==> src/rtl/fifo_sdram_writer_if.sv <==
// Bundles the FIFO read port, SDRAM write port and status of fifo_sdram_writer.
// master = the writer; slave = FIFO, SDRAM controller and frame control around it.
interface fifo_sdram_writer_if;
  logic        frame_start;
  logic        fifo_rdempty;
  logic [15:0] fifo_q;
  logic        fifo_rdreq;
  logic        dram_req;
  logic        dram_we_n;
  logic [23:0] dram_addr;
  logic [15:0] dram_wdata;
  logic        dram_ack;
  logic        busy;
  logic        frame_done;
  logic        disp_buf;
  logic [7:0]  drop_cnt;

  modport master (
    input  frame_start, fifo_rdempty, fifo_q, dram_ack,
    output fifo_rdreq, dram_req, dram_we_n, dram_addr, dram_wdata,
           busy, frame_done, disp_buf, drop_cnt
  );

  modport slave (
    output frame_start, fifo_rdempty, fifo_q, dram_ack,
    input  fifo_rdreq, dram_req, dram_we_n, dram_addr, dram_wdata,
           busy, frame_done, disp_buf, drop_cnt
  );
endinterface

==> src/rtl/fifo_sdram_writer.sv <==
// Moves one field of FIFO words to SDRAM, one write at a time; fifo_rdreq -> dram_req is 2 cycles.
// A request is held until dram_ack; DOUBLE_BUFFER_EN alternates between two frame buffers.
module fifo_sdram_writer #(
  parameter int unsigned FRAME_WORDS = 172800,
  parameter logic [23:0] BASE_ADDR   = 24'h000000,
  parameter logic [23:0] BUF_STRIDE  = 24'h040000
) (
  input logic                 clk,
  input logic                 reset_n,
  fifo_sdram_writer_if.master bus
);

  typedef enum logic [2:0] {IDLE, WAIT_DATA, FETCH, LATCH, WRITE} state_t;

  localparam logic [17:0] LAST_WORD = 18'(FRAME_WORDS - 1);

  state_t      state_q, state_d;
  logic [17:0] word_cnt_q, word_cnt_d;
  logic [7:0]  drop_q, drop_d, drop_inc;
  logic        req_q, req_d;
  logic [23:0] addr_q, addr_d;
  logic [15:0] wdata_q, wdata_d;
  logic        abort_pend_q, abort_pend_d;
  logic        frame_done_q, frame_done_d;
  logic        rdreq;
  logic        accept;
  logic        last_word;
  logic        wr_buf;
  logic [23:0] buf_base;

  assign buf_base  = BASE_ADDR + (wr_buf ? BUF_STRIDE : 24'h000000);
  assign accept    = req_q & bus.dram_ack;
  assign last_word = (word_cnt_q == LAST_WORD);
  assign drop_inc  = (drop_q == 8'hFF) ? drop_q : drop_q + 8'd1;

  always_ff @(posedge clk or negedge reset_n) begin
    if (!reset_n) begin
      state_q      <= IDLE;
      word_cnt_q   <= '0;
      drop_q       <= '0;
      req_q        <= 1'b0;
      addr_q       <= '0;
      wdata_q      <= '0;
      abort_pend_q <= 1'b0;
      frame_done_q <= 1'b0;
    end else begin
      state_q      <= state_d;
      word_cnt_q   <= word_cnt_d;
      drop_q       <= drop_d;
      req_q        <= req_d;
      addr_q       <= addr_d;
      wdata_q      <= wdata_d;
      abort_pend_q <= abort_pend_d;
      frame_done_q <= frame_done_d;
    end
  end

  always_comb begin
    state_d      = state_q;
    word_cnt_d   = word_cnt_q;
    drop_d       = drop_q;
    req_d        = req_q;
    addr_d       = addr_q;
    wdata_d      = wdata_q;
    abort_pend_d = abort_pend_q;
    frame_done_d = 1'b0;
    rdreq        = 1'b0;
    case (state_q)
      IDLE: begin
        if (bus.frame_start) begin
          state_d    = WAIT_DATA;
          word_cnt_d = '0;
        end
      end
      WAIT_DATA: begin
        if (bus.frame_start) begin
          drop_d     = drop_inc;
          word_cnt_d = '0;
        end else if (!bus.fifo_rdempty) begin
          rdreq   = 1'b1;
          state_d = FETCH;
        end
      end
      FETCH: begin
        // An abort here discards the word already popped from the FIFO.
        if (bus.frame_start) begin
          drop_d     = drop_inc;
          word_cnt_d = '0;
          state_d    = WAIT_DATA;
        end else begin
          wdata_d = bus.fifo_q;
          addr_d  = buf_base + {6'd0, word_cnt_q};
          req_d   = 1'b1;
          state_d = LATCH;
        end
      end
      LATCH, WRITE: begin
        if (accept) begin
          req_d        = 1'b0;
          abort_pend_d = 1'b0;
          // A new field arriving with the final ack still completes this one.
          if (abort_pend_q || (bus.frame_start && !last_word)) begin
            drop_d     = drop_inc;
            word_cnt_d = '0;
            state_d    = WAIT_DATA;
          end else if (last_word) begin
            frame_done_d = 1'b1;
            word_cnt_d   = '0;
            state_d      = bus.frame_start ? WAIT_DATA : IDLE;
          end else begin
            word_cnt_d = word_cnt_q + 18'd1;
            state_d    = WAIT_DATA;
          end
        end else begin
          state_d = WRITE;
          if (bus.frame_start) abort_pend_d = 1'b1;
        end
      end
      default: state_d = IDLE;
    endcase
  end

`ifdef DOUBLE_BUFFER_EN
  logic wr_buf_q;
  logic disp_buf_q;

  always_ff @(posedge clk or negedge reset_n) begin
    if (!reset_n) begin
      wr_buf_q   <= 1'b0;
      disp_buf_q <= 1'b0;
    end else if (frame_done_d) begin
      disp_buf_q <= wr_buf_q;
      wr_buf_q   <= ~wr_buf_q;
    end
  end

  assign wr_buf       = wr_buf_q;
  assign bus.disp_buf = disp_buf_q;
`else
  assign wr_buf       = 1'b0;
  assign bus.disp_buf = 1'b0;
`endif

  assign bus.fifo_rdreq = rdreq;
  assign bus.dram_req   = req_q;
  assign bus.dram_we_n  = ~req_q;
  assign bus.dram_addr  = addr_q;
  assign bus.dram_wdata = wdata_q;
  assign bus.busy       = (state_q != IDLE);
  assign bus.frame_done = frame_done_q;
  assign bus.drop_cnt   = drop_q;

endmodule
==> src/flat_wrapper.sv <==
// flat-port wrapper written by rule: the top's interface ports become plain ports
module fifo_sdram_writer_flat 
#(
  parameter int unsigned FRAME_WORDS = 172800,
  parameter logic [23:0] BASE_ADDR   = 24'h000000,
  parameter logic [23:0] BUF_STRIDE  = 24'h040000
)
  (clk, reset_n, bus_frame_start, bus_fifo_rdempty, bus_fifo_q, bus_dram_ack, bus_fifo_rdreq, bus_dram_req, bus_dram_we_n, bus_dram_addr, bus_dram_wdata, bus_busy, bus_frame_done, bus_disp_buf, bus_drop_cnt);
  fifo_sdram_writer_if bus_i ();
  input logic clk;
  input logic reset_n;
  input wire logic [$bits(bus_i.frame_start)-1:0] bus_frame_start;
  input wire logic [$bits(bus_i.fifo_rdempty)-1:0] bus_fifo_rdempty;
  input wire logic [$bits(bus_i.fifo_q)-1:0] bus_fifo_q;
  input wire logic [$bits(bus_i.dram_ack)-1:0] bus_dram_ack;
  output wire logic [$bits(bus_i.fifo_rdreq)-1:0] bus_fifo_rdreq;
  output wire logic [$bits(bus_i.dram_req)-1:0] bus_dram_req;
  output wire logic [$bits(bus_i.dram_we_n)-1:0] bus_dram_we_n;
  output wire logic [$bits(bus_i.dram_addr)-1:0] bus_dram_addr;
  output wire logic [$bits(bus_i.dram_wdata)-1:0] bus_dram_wdata;
  output wire logic [$bits(bus_i.busy)-1:0] bus_busy;
  output wire logic [$bits(bus_i.frame_done)-1:0] bus_frame_done;
  output wire logic [$bits(bus_i.disp_buf)-1:0] bus_disp_buf;
  output wire logic [$bits(bus_i.drop_cnt)-1:0] bus_drop_cnt;
  assign bus_i.frame_start = bus_frame_start;
  assign bus_i.fifo_rdempty = bus_fifo_rdempty;
  assign bus_i.fifo_q = bus_fifo_q;
  assign bus_i.dram_ack = bus_dram_ack;
  assign bus_fifo_rdreq = bus_i.fifo_rdreq;
  assign bus_dram_req = bus_i.dram_req;
  assign bus_dram_we_n = bus_i.dram_we_n;
  assign bus_dram_addr = bus_i.dram_addr;
  assign bus_dram_wdata = bus_i.dram_wdata;
  assign bus_busy = bus_i.busy;
  assign bus_frame_done = bus_i.frame_done;
  assign bus_disp_buf = bus_i.disp_buf;
  assign bus_drop_cnt = bus_i.drop_cnt;
  fifo_sdram_writer #(.FRAME_WORDS(FRAME_WORDS), .BASE_ADDR(BASE_ADDR), .BUF_STRIDE(BUF_STRIDE)) u_core (.clk(clk), .reset_n(reset_n), .bus(bus_i));
endmodule
==> config.mk <==
export PLATFORM = sky130hd
export DESIGN_NAME = fifo_sdram_writer_flat
export DESIGN_NICKNAME = d
export VERILOG_FILES = /design/src/rtl/fifo_sdram_writer_if.sv /design/src/rtl/fifo_sdram_writer.sv /design/src/flat_wrapper.sv
export SDC_FILE = /design/constraint.sdc
export NUM_CORES = 1
export LEC_CHECK = 0
export CAP_MARGIN = 5
export CORE_ASPECT_RATIO = 1.4
export CORE_MARGIN = 8
export CORE_UTILIZATION = 45
export DETAILED_ROUTE_END_ITERATION = 7
export PLACE_DENSITY = 0.71
export SYNTH_ARGS = -nofsm -noshare
export SYNTH_HDL_FRONTEND = slang
export SYNTH_SLANG_ARGS = --single-unit
==> constraint.sdc <==
create_clock -name clk -period 2.8 [get_ports clk]
set_clock_uncertainty 0.15 [all_clocks]
set_input_delay 0.56 -clock clk [delete_from_list [all_inputs] [get_ports clk]]
set_output_delay 0.56 -clock clk [all_outputs]
set_load 0.05 [all_outputs]
==> flow_metrics.py <==
metrics = {
    "status": {
        "status": "completed",
    },
    "pwr": {
        "p_total_mw": 3.91,
        "powerDensity_nw_per_um2": 925,
        "peakVddDrop_mv": 0.664,
        "p_leak_nw": 1.77,
    },
    "synth": {
        "yosysWarnings": 0,
        "synthAdderAreaFrac_pct": 0.791,
        "yosysTopAreaCell": "dfrtp_1",
        "synth_top_family_by_area": "simple AND/OR/NAND/NOR gates",
        "synth_xor_area_share_pct": 1.94,
        "syn_area_per_cell_um2": 11.0,
        "ys_ff_latch": 66,
        "synth_compound_area_share_pct": 10.9,
        "ys_top_cells_by_count": "dfrtp_1 (66), mux2_2 (35), nand2_1 (23)",
        "ys_types": 49,
        "synth.most_common_cell": "dfrtp_1",
        "mappedNetlistArea_um2": 3160,
        "yosys_most_used_dff": "dfrtp_1",
        "synth_top_area_share_pct": 52.2,
        "synth_simple_gate_area_share_pct": 17.0,
        "synth_edf_count": 0,
        "async_flop_share_pct": 100,
        "yosysSeqAreaShare_pct": 52.2,
        "synthMuxAreaShare_pct": 13.1,
        "syn_inst": 288,
        "synth_area_leaders": "dfrtp_1 (52%), mux2_2 (12%), nand3_1 (3.3%)",
    },
    "die": {
        "die_area_um2": 10000,
        "core_um2": 6890,
        "fp-row-count": 36,
        "die_h_um": 115,
        "start_util_pct": 45.9,
        "die_w_um": 86.8,
        "boundaryPins": 75,
    },
    "worst_setup_path": {
        "worstSetupStartpointType": "register",
        "max_stage_delay_ns": 0.71,
        "critPathTopFamily": "buffers and inverters",
        "crit_type": "register to output pin",
        "crit_path_end_kind": "output pin",
        "path_buf_inv": 1,
        "path_max_fanout": 10,
        "slowest_stage": "clkdlybuf4s50_1",
        "arrival_ns": 1.96,
        "cp.required_ns": 2.09,
        "path_cells": "or3_1 -> clkdlybuf4s50_1",
    },
    "cts": {
        "clkTransAtPathRegs_ns": 0.07,
        "h-tree-depth": 3,
        "cts_tree": "built",
        "hold_buffers": 0,
        "cts_made_buffers": 9,
        "cts_resized": 0,
        "clock_sinks": 66,
        "post_cts_buffers": 0,
        "cts-root-buf": "clkbuf_8",
        "clk_latency_ns": 0.34,
        "clockBufferDepth": 2,
    },
    "global_route": {
        "antenna_found_initial": 0,
        "gr-usage-all-layers_pct": 15.4,
        "grt_pass1_wl_um": 12100,
        "overflow": 0,
        "grt_max_degree": 40,
        "grt_pass1_vias": 2432,
    },
    "placement": {
        "gp_congestion": 0.899,
        "placed_area_um2": 4010,
        "dp_hpwl_um": 5240,
        "portBuffers": 67,
    },
    "drt": {
        "via_per_inst": 5.43,
        "wl_um": 7220,
        "ant_nets": 0,
        "vias": 2542,
        "firstDrtPassIters": 4,
        "drtIter0Drc": 123,
        "wl_per_cell_um": 15.4,
        "drcViolationCount": 0,
    },
    "flow_run": {
        "cap_violations": 0,
    },
    "sta": {
        "setup_tns_ns": 0,
        "final_max_slew_viol_count": 0,
        "hold_viol": 0,
        "tightestPinTransition_ns": 0.784,
        "rsz0062_at_grt": "no",
        "period_needed_ns": 2.67,
        "finalCritPeriodShare_pct": 95.3,
        "fmax_mhz": 375,
        "slew_headroom_pct": 47.5,
        "setup-violations-final": 0,
    },
    "layout": {
        "antenna_cells": 0,
        "drive_above_1_share_pct": 19.3,
        "multi_input_area_um2": 1420,
        "fillers": 599,
        "regArea_um2": 1650,
        "nNetsFinal": 391,
        "design_area_um2": 4230,
        "syn_to_final_growth_pct": 33.8,
    },
    "hold_path": {
        "hold_path.class": "input pin to async pin",
    },
}
## cell usage in the layout (no fill, tap or decap), drive strengths merged, types with 8 or more instances in the layout
cell and count:
nand3 21, nand2 23, nor3 8, dfrtp 66, a21oi 11, o21ai 15, buf 18, mux2 35
clkbuf 11, clkdlybuf4s50 65, nor2 8
## flip-flops by register name, indices dropped and copies added, names as in the netlist
| name | count |
|---|---|
| u_core.bus.dram_req | 1 |
| u_core.bus.frame_done | 1 |
| u_core.bus.drop_cnt | 8 |
| u_core.abort_pend_q | 1 |
| u_core.bus.dram_wdata | 16 |
| u_core.bus.dram_addr | 18 |
| u_core.word_cnt_q | 18 |
| u_core.state_q | 3 |
## report_power, final
part / internal, mW / leakage [nW] / switching (mW)
clock network: 0.522 / 0.109 / 0.354
registers: 1.15 / 0.876 / 0.179
logic: 0.648 / 0.781 / 1.06
total: 2.32 / 1.77 / 1.60
## through the flow
step | setup WS (ns) | hold WS, ns | cells | util (%)
after floorplan | 0.288 | 0.114 | 294 | -
after global placement | 0.143 | 0.338 | 452 | 58.2
after detailed placement | 0.112 | 0.344 | 452 | 58.2
after CTS | 0.109 | 0.0882 | 468 | 61.4
after global routing | 0.0801 | 0.126 | 468 | 61.4
final | 0.130 | 0.0763 | 468 | 61.4
## worst register-to-register path, cell delays in order (launching register included)
cell	delay, ns
dfrtp_1	0.44
or4b_1	0.56
nor4_2	0.26
buf_4	0.21
a21oi_1	0.08
o21ai_1	0.45
o21ai_0	0.20
## path summary, 6_finish.rpt
path | start | endpoint | slack (ns) | cells past startpoint
worst min-delay path | reset_n | u_core.bus.dram_addr[13] | 0.08 | 1
min in group clk | u_core.bus.dram_addr[9] | u_core.bus.dram_addr[9] | 0.35 | 1
worst max-delay path | u_core.state_q[2] | bus_busy | 0.13 | 2
worst max register to register | u_core.word_cnt_q[11] | u_core.word_cnt_q[2] | 0.31 | 6
max in group asynchronous | reset_n | u_core.bus.dram_req | 1.79 | 2
worst min register to register | u_core.bus.dram_addr[9] | u_core.bus.dram_addr[9] | 0.35 | 1
## final cells by class
type | count | share of cell area [%]
inverter | 5 | 0.444
tap | 95 | 2.81
clock inverter | 5 | 1.83
timing repair buffer | 83 | 19.1
sequential | 66 | 39.0
multi-input combinational | 203 | 33.4
clock buffer | 11 | 3.34
## logic make-up (layout without fill, tap and decap cells)
kind of cell    Yosys count  count (layout)
mux                      37              37
simple gates             97              97
xor+xnor                  7               7
other cells               1               7
fa+ha+maj                 2               2
compound gates           53              53
buf+inv                  25             104
flops                    66              66
## layer usage
| metal | share of wire [%] | GRT usage [%] | vias up |
|---|---|---|---|
| li1 | - | - | 1200 |
| met1 | 42 | 17.4 | 1268 |
| met2 | 51 | 25.7 | 59 |
| met3 | 4.7 | 3.43 | 15 |
| met4 | 2.6 | 9.57 | 0 |
| met5 | 0 | 0 | - |
Note: power is estimated with default switching activity, not from simulation.
